File: src/rtl/dff_ureg.sv
// dff_ureg: universal shift register (hold / shift right / shift left / parallel load) with sync reset.
// Define DFF_UREG_ROTATE_EN to add the ROT input that turns shifts into rotates.
module dff_ureg #(
  parameter int               WIDTH = 8,
  parameter logic [WIDTH-1:0] INIT  = '0
) (
  input  logic             C,
  input  logic             R,
  input  logic [WIDTH-1:0] D,
  input  logic [1:0]       M,
  input  logic             SIR,
  input  logic             SIL,
`ifdef DFF_UREG_ROTATE_EN
  input  logic             ROT,
`endif
  output logic [WIDTH-1:0] Q,
  output logic [WIDTH-1:0] nQ,
  output logic             SO,
  output logic             Z
);
  logic [WIDTH-1:0] q_q, q_d;
  logic             so_q, so_d;
  logic             in_r, in_l;
`ifdef DFF_UREG_ROTATE_EN
  assign in_r = ROT ? q_q[0] : SIR;
  assign in_l = ROT ? q_q[WIDTH-1] : SIL;
`else
  assign in_r = SIR;
  assign in_l = SIL;
`endif
  // Unknown mode values fall through to the hold default.
  always_comb begin
    q_d  = q_q;
    so_d = 1'b0;
    case (M)
      2'b01: begin
        q_d  = {in_r, q_q[WIDTH-1:1]};
        so_d = q_q[0];
      end
      2'b10: begin
        q_d  = {q_q[WIDTH-2:0], in_l};
        so_d = q_q[WIDTH-1];
      end
      2'b11: q_d = D;
      default: q_d = q_q;
    endcase
  end
  always_ff @(posedge C) begin
    if (R) begin
      q_q  <= INIT;
      so_q <= 1'b0;
    end else begin
      q_q  <= q_d;
      so_q <= so_d;
    end
  end
  assign Q  = q_q;
  assign nQ = ~q_q;
  assign SO = so_q;
  assign Z  = (q_q == '0);
endmodule

File: config.mk
export PLATFORM = sky130hd
export DESIGN_NAME = dff_ureg
export DESIGN_NICKNAME = d
export VERILOG_FILES = /design/src/rtl/dff_ureg.sv
export SDC_FILE = /design/constraint.sdc
export NUM_CORES = 1
export LEC_CHECK = 0
export ABC_CLOCK_PERIOD_IN_PS = 2100
export CORE_MARGIN = 3
export CORE_UTILIZATION = 39
export CTS_CLUSTER_DIAMETER = 60
export DETAILED_ROUTE_END_ITERATION = 10
export GPL_TIMING_DRIVEN = 0
export PLACE_DENSITY_LB_ADDON = 0.25
export SLEW_MARGIN = 20
export SYNTH_ARGS = -nofsm -noshare
export SYNTH_HDL_FRONTEND = slang
export SYNTH_SLANG_ARGS = --single-unit
File: constraint.sdc
create_clock -name C -period 2.1 [get_ports C]
set_input_delay 0.42 -clock C [delete_from_list [all_inputs] [get_ports C]]
set_output_delay 0.42 -clock C [all_outputs]
set_load 0.01 [all_outputs]
==> impl_metrics.json, run 1 <==
{
  "vias_per_cell": 5.63,
  "root_buffer": "clkbuf_4",
  "fin_tns_setup_ps": 0,
  "post-dp-hpwl_um": 1310,
  "power.leakage_uw": 0.000344,
  "fin_crit_sh_pct": 94.9,
  "htree_num_levels": 1,
  "gp_congestion": 0.773,
  "fp.dieH_um": 43.7,
  "syn-cell-area_um2": 556,
  "timing.hold.ws_ps": 530,
  "wl_um": 1750,
  "setup_viol": 0,
  "start_util_pct": 45.7,
  "tightest_slew_ps": 467,
  "final.setup_skew_ps": 4.04,
  "cts_buffers": 3,
  "final_common_cell": "clkdlybuf4s50_1",
  "nNetsFinal": 113,
  "holdBufCountCts": 0,
  "syn_nets": 78,
  "drc": 0,
  "rsz0062_at_grt": "false",
  "syn_inst": 60,
  "relSlewSlack_pct": 68.9,
  "p_per_area_nw_per_um2": 569,
  "ys_seq_elements": 9,
  "antenna_found_initial": 0,
  "num_vias": 608,
  "stdcell_count": 108,
  "criticalPathCategory": "flop to primary output",
  "cp_data_arrival_time_ps": 1570,
  "grt_pass1_wl_um": 2820,
  "drive_gt1_share_pct": 7.45,
  "max_freq_mhz": 502,
  "min_period_ps": 1990,
  "grt_max_degree": 11,
  "rows": 12,
  "clock-sinks": 9,
  "grt_use_total_pct": 19.8,
  "ir_drop_mv": 0.415,
  "drt-initial-drc-count": 18,
  "first_pass_iters": 4,
  "cp_max_fo": 5,
  "hold_class": "flop to flop",
  "mostFrequentLayoutCells": "clkdlybuf4s50_1, a221oi_1, inv_1",
  "antenna_cells": 0,
  "postSynthAreaPerCell_um2": 9.26,
  "clkLatencyLatePin_ps": 280,
  "cts_tree": "yes",
  "clk_pin_slew_ps": 70,
  "io_pins": 32,
  "coreArea_um2": 1220,
  "outcome": "complete, no violations",
  "ant_nets": 0,
  "maxCapViolCount": 0,
  "die_w_um": 43.7,
  "die_area_um2": 1910,
  "cp_data_required_time_ps": 1680,
  "fillerInstances": 104,
  "yosys_warnings": 0,
  "grt_pass1_vias": 585,
  "hold_violations": 0,
  "yosysUniqueCellTypes": 17,
  "syn_to_final_growth_pct": 61.7,
  "placed_cells": 104,
  "slew_violations": 0,
  "cts_buffer_depth": 2,
  "cp-start-kind": "flop",
  "port-buffer-count": 30,
  "avgRoutedWirePerCell_um": 16.2,
  "ys_seq_area_share_pct": 32.4,
  "gr-total-overflow": 0,
  "crit_path_end_kind": "primary output"
}
per-layer routing:
metal	track usage, %	vias up	share of wire (%)
met4	5.42	0	0.46
met1	22.8	280	41
met3	6.64	2	8.0
met5	0	-	0
li1	-	295	-
met2	34.6	31	51
where the power goes:
part / internal [uW] / total, uW / switching, uW
Sequential: 184 / 200 / 16.0
Clock: 73.8 / 150 / 76.0
Combinational: 95.3 / 162 / 66.3
Total: 353 / 511 / 158
critical path: stages (launching register included):
cell	delay [ps]
dfxtp_1	350
or4_1	530
nor2_1	130
dlygate4sd2_1	280
kinds of logic (layout without fill, tap and decap cells):
kind of cell / count (synthesis) / in the layout / share of synthesized area [%]
compound gates: 17 / 17 / 26.4
simple gates: 16 / 16 / 20.9
buf+inv: 14 / 48 / 11.3
flops: 9 / 9 / 32.4
fa+ha+maj: 4 / 4 / 9.01
path summary, 6_finish.rpt:
check,from,endpoint,slack (ps),cells past startpoint
worst max-delay path,Q[2],Z,110,3
worst min-delay path,Q[5],Q[6],530,2
worst max register to register,Q[6],Q[5],930,2
worst min register to register,Q[5],Q[6],530,2
synthesized netlist by cell type:
master / instances / share of area (%)
buf_1: 1 / 0.68
or4_1: 2 / 2.7
nor2b_1: 2 / 2.3
or3b_1: 8 / 13
a311oi_1: 1 / 1.6
buf_6: 1 / 2.0
inv_1: 10 / 6.8
ha_1: 4 / 9.0
a22oi_1: 1 / 1.4
dfxtp_1: 9 / 32
a21oi_1: 2 / 1.8
nor2_1: 1 / 0.68
a311oi_2: 1 / 2.7
nor3b_1: 1 / 1.4
buf_2: 2 / 1.8
a221oi_1: 12 / 19
nand2_1: 2 / 1.4
final cells by class:
| class | instances | area (um2) | area share, % |
|---|---|---|---|
| Multi-Input combinational cell | 37 | 313 | 34.8 |
| Timing Repair Buffer | 30 | 299 | 33.3 |
| Sequential cell | 9 | 180 | 20.1 |
| Inverter | 10 | 37.5 | 4.18 |
| Clock buffer | 4 | 26.3 | 2.92 |
| Buffer | 4 | 25.0 | 2.79 |
| Tap cell | 14 | 17.5 | 1.95 |
what timing repair did:
action | in CTS | in global routing
buffers inserted | 0 | 0
endpoints found under the setup margin | 1 | 0
resized for setup | 1 | 0
flip-flops by register name (all words and copies together), names as in the netlist:
name,count
Q,8
SO,1
per-stage QoR:
stage	power [uW]	cell area [um2]	setup WS [ps]	utilization [%]
final	511	898	107	73.9
after floorplan	273	556	609	-
after global routing	539	898	8.47	73.9
after global placement	363	873	-38.8	71.8
after CTS	512	898	95.6	73.9
after detailed placement	367	873	-101	71.8
(Power assumes the default switching activity.)
==> run 2, diff against run 1 <==
GPL_ROUTABILITY_DRIVEN = 1   (was default)
==> results of run 2 <==
No change in the layout: final DEF, timing and power equal those of run 1.
==> RTL change, RTL diff (flow settings as in run 1) <==
Change the parameter `WIDTH` from 8 to 10.
--- a/src/rtl/dff_ureg.sv
+++ b/src/rtl/dff_ureg.sv
@@ -2,5 +2,5 @@
 // Define DFF_UREG_ROTATE_EN to add the ROT input that turns shifts into rotates.
 module dff_ureg #(
-  parameter int               WIDTH = 8,
+  parameter int               WIDTH = 10,
   parameter logic [WIDTH-1:0] INIT  = '0
 ) (
Ports: changed (resized D, Q and nQ); port bits go from 32 to 38. The function was not compared with the original's and may differ.
==> RTL change against run 1 <==
- fmax is 0.42% lower
- final cell count grew 31%
- largest power group unchanged
- sequential share of layout area is 0.72 points lower
- design area is 27% higher
- hold slack gained 0.019 ns
- total power up 19%
- synthesized area grew 29%
- worst setup slack worse by 0.0085 ns
- clock skew is 0.0021 ns lower
- non-clock buffer count up 10
- sequential cell count is 2 higher
- wire length rose by 28%
- global-route usage is 0.28 points lower
==> RTL change: results (changes against run 1) <==
Outcome = finished, final reports clean
Slowest stage cell, crit path = or4_4
Most instantiated cells after synthesis = inv_1 (12), dfxtp_1 (11), or3b_1 (10), a221oi_1 (6), a221oi_2 (6)
Post-layout net count = 139 (+23%)
P_leak = 0.4138 nW (+20%)
Setup WS pre-CTS = -0.05054 ns (+0.05094 ns)
Hpwl dp = 1672 um (+28%)
FF-to-FF Start = Q[8]$_SDFFE_PP0P_
Synth top area cells = dfxtp_1 (31%), a221oi_2 (13%), or3b_1 (12%), a221oi_1 (7.3%), ha_1 (7.0%)
Sw Share = 31.18% (+0.21 points)
Layout cells sized above 1 = 12.71% (+5.3 points)
FFs w/ async S/R, synth = 0% (unchanged)
Clk pin slew, worst setup/hold paths = 0.07 ns (about the same)
Mapped Nets = 97 (+24%)
Relative slew margins = 60.74% (-8.1 points)
Setup Skew = 0.001962 ns (-0.002074 ns)
Reg2Reg Setup Slack = 0.95 ns (+0.02 ns)
R2R Path End = Q[7]$_SDFFE_PP0P_
Gr usage total = 19.55% (-0.28 points)
IO buf count = 37 (+23%)
Worst Hold End = Q[1]$_SDFFE_PP0P_
Placer's final routability congestion estimate = 0.7461 (-3.5%)
Post-synthesis sequential area ratio = 30.72% (-1.7 points)
Total die area = 2389 um2 (+25%)
Max reg flops = 10 (+2)
DR iter-0 viols = 15 (-3)
First-pass GRT wire length = 3670 um (+30%)
Worst vdd ir = 0.3687 mV (-11%)
==> RTL change: cell types whose count changed after synthesis, moves of 3 or more <==
cell,delta
a311oi_1,+3
a221oi_1,-6
a221oi_2,+6
clkbuf_1,+4
==> RTL change: layout make-up <==
class                   instances  area [um2]
plain buffers                   7       30.03
fillers                       152       473.0
clock buffers                   4       26.28
repair buffers                 37       365.4
multi-input cells              47       421.7
flip-flops and latches         11       220.2
well taps                      24       30.03
inverters                      12       45.04
==> RTL change: logic make-up after synthesis <==
kind of cell             after synthesis  share of synthesized area [%]
AND/OR/NAND/NOR                       22                          23.21
AO/OA/AOI/OAI                         21                          28.62
buffers and inverters                 19                          10.47
flip-flops                            11                          30.72
adder cells (fa/ha/maj)                4                          6.981
==> RTL change: critical path, delay by kind of cell, from the launching register on <==
kind	cells	cell delay, ns
simple gates	2	0.77
buf+inv	1	0.17
flops	1	0.36
==> RTL change: worst max-delay path by stage <==
stage | from | endpoint | slack, ns | cells past startpoint
after floorplan | Q[4]$_SDFFE_PP0P_ | Z | 0.49 | 2
after global placement | Q[4]$_SDFFE_PP0P_ | Z | -0.008 | 3
after detailed placement | M[0] | Q[6]$_SDFFE_PP0P_ | -0.05 | 6
after CTS | Q[4]$_SDFFE_PP0P_ | Z | 0.09 | 3
after global routing | Q[4]$_SDFFE_PP0P_ | Z | 0.03 | 3
final | Q[4]$_SDFFE_PP0P_ | Z | 0.1 | 3
==> RTL change: per-layer routing <==
| layer | up-vias | global-route usage (%) | part of all wire (%) |
|---|---|---|---|
| li1 | 366 | - | - |
| met5 | - | 0 | 0 |
| met1 | 376 | 21.92 | 41 |
| met4 | 0 | 9.479 | 2.6 |
| met2 | 36 | 33.26 | 51 |
| met3 | 8 | 6.116 | 6.1 |
==> RTL change: power by group through the flow <==
stage	combinational (mW)	clock [mW]	sequential [mW]
after floorplan	0.0915	0	0.253
after global placement	0.206	0	0.250
after detailed placement	0.211	0	0.251
after CTS	0.210	0.156	0.246
after global routing	0.225	0.162	0.251
final	0.210	0.152	0.246
==> RTL change: metrics by stage <==
stage               hold slack [ns]  utilization [%]  cells
detailed placement           0.5405            69.33    138
floorplan                    0.4862                -     77
CTS                          0.5475            70.65    142
global route                 0.5881            70.65    142
finish                       0.5484            70.65    142
global placement             0.5288            69.33    138
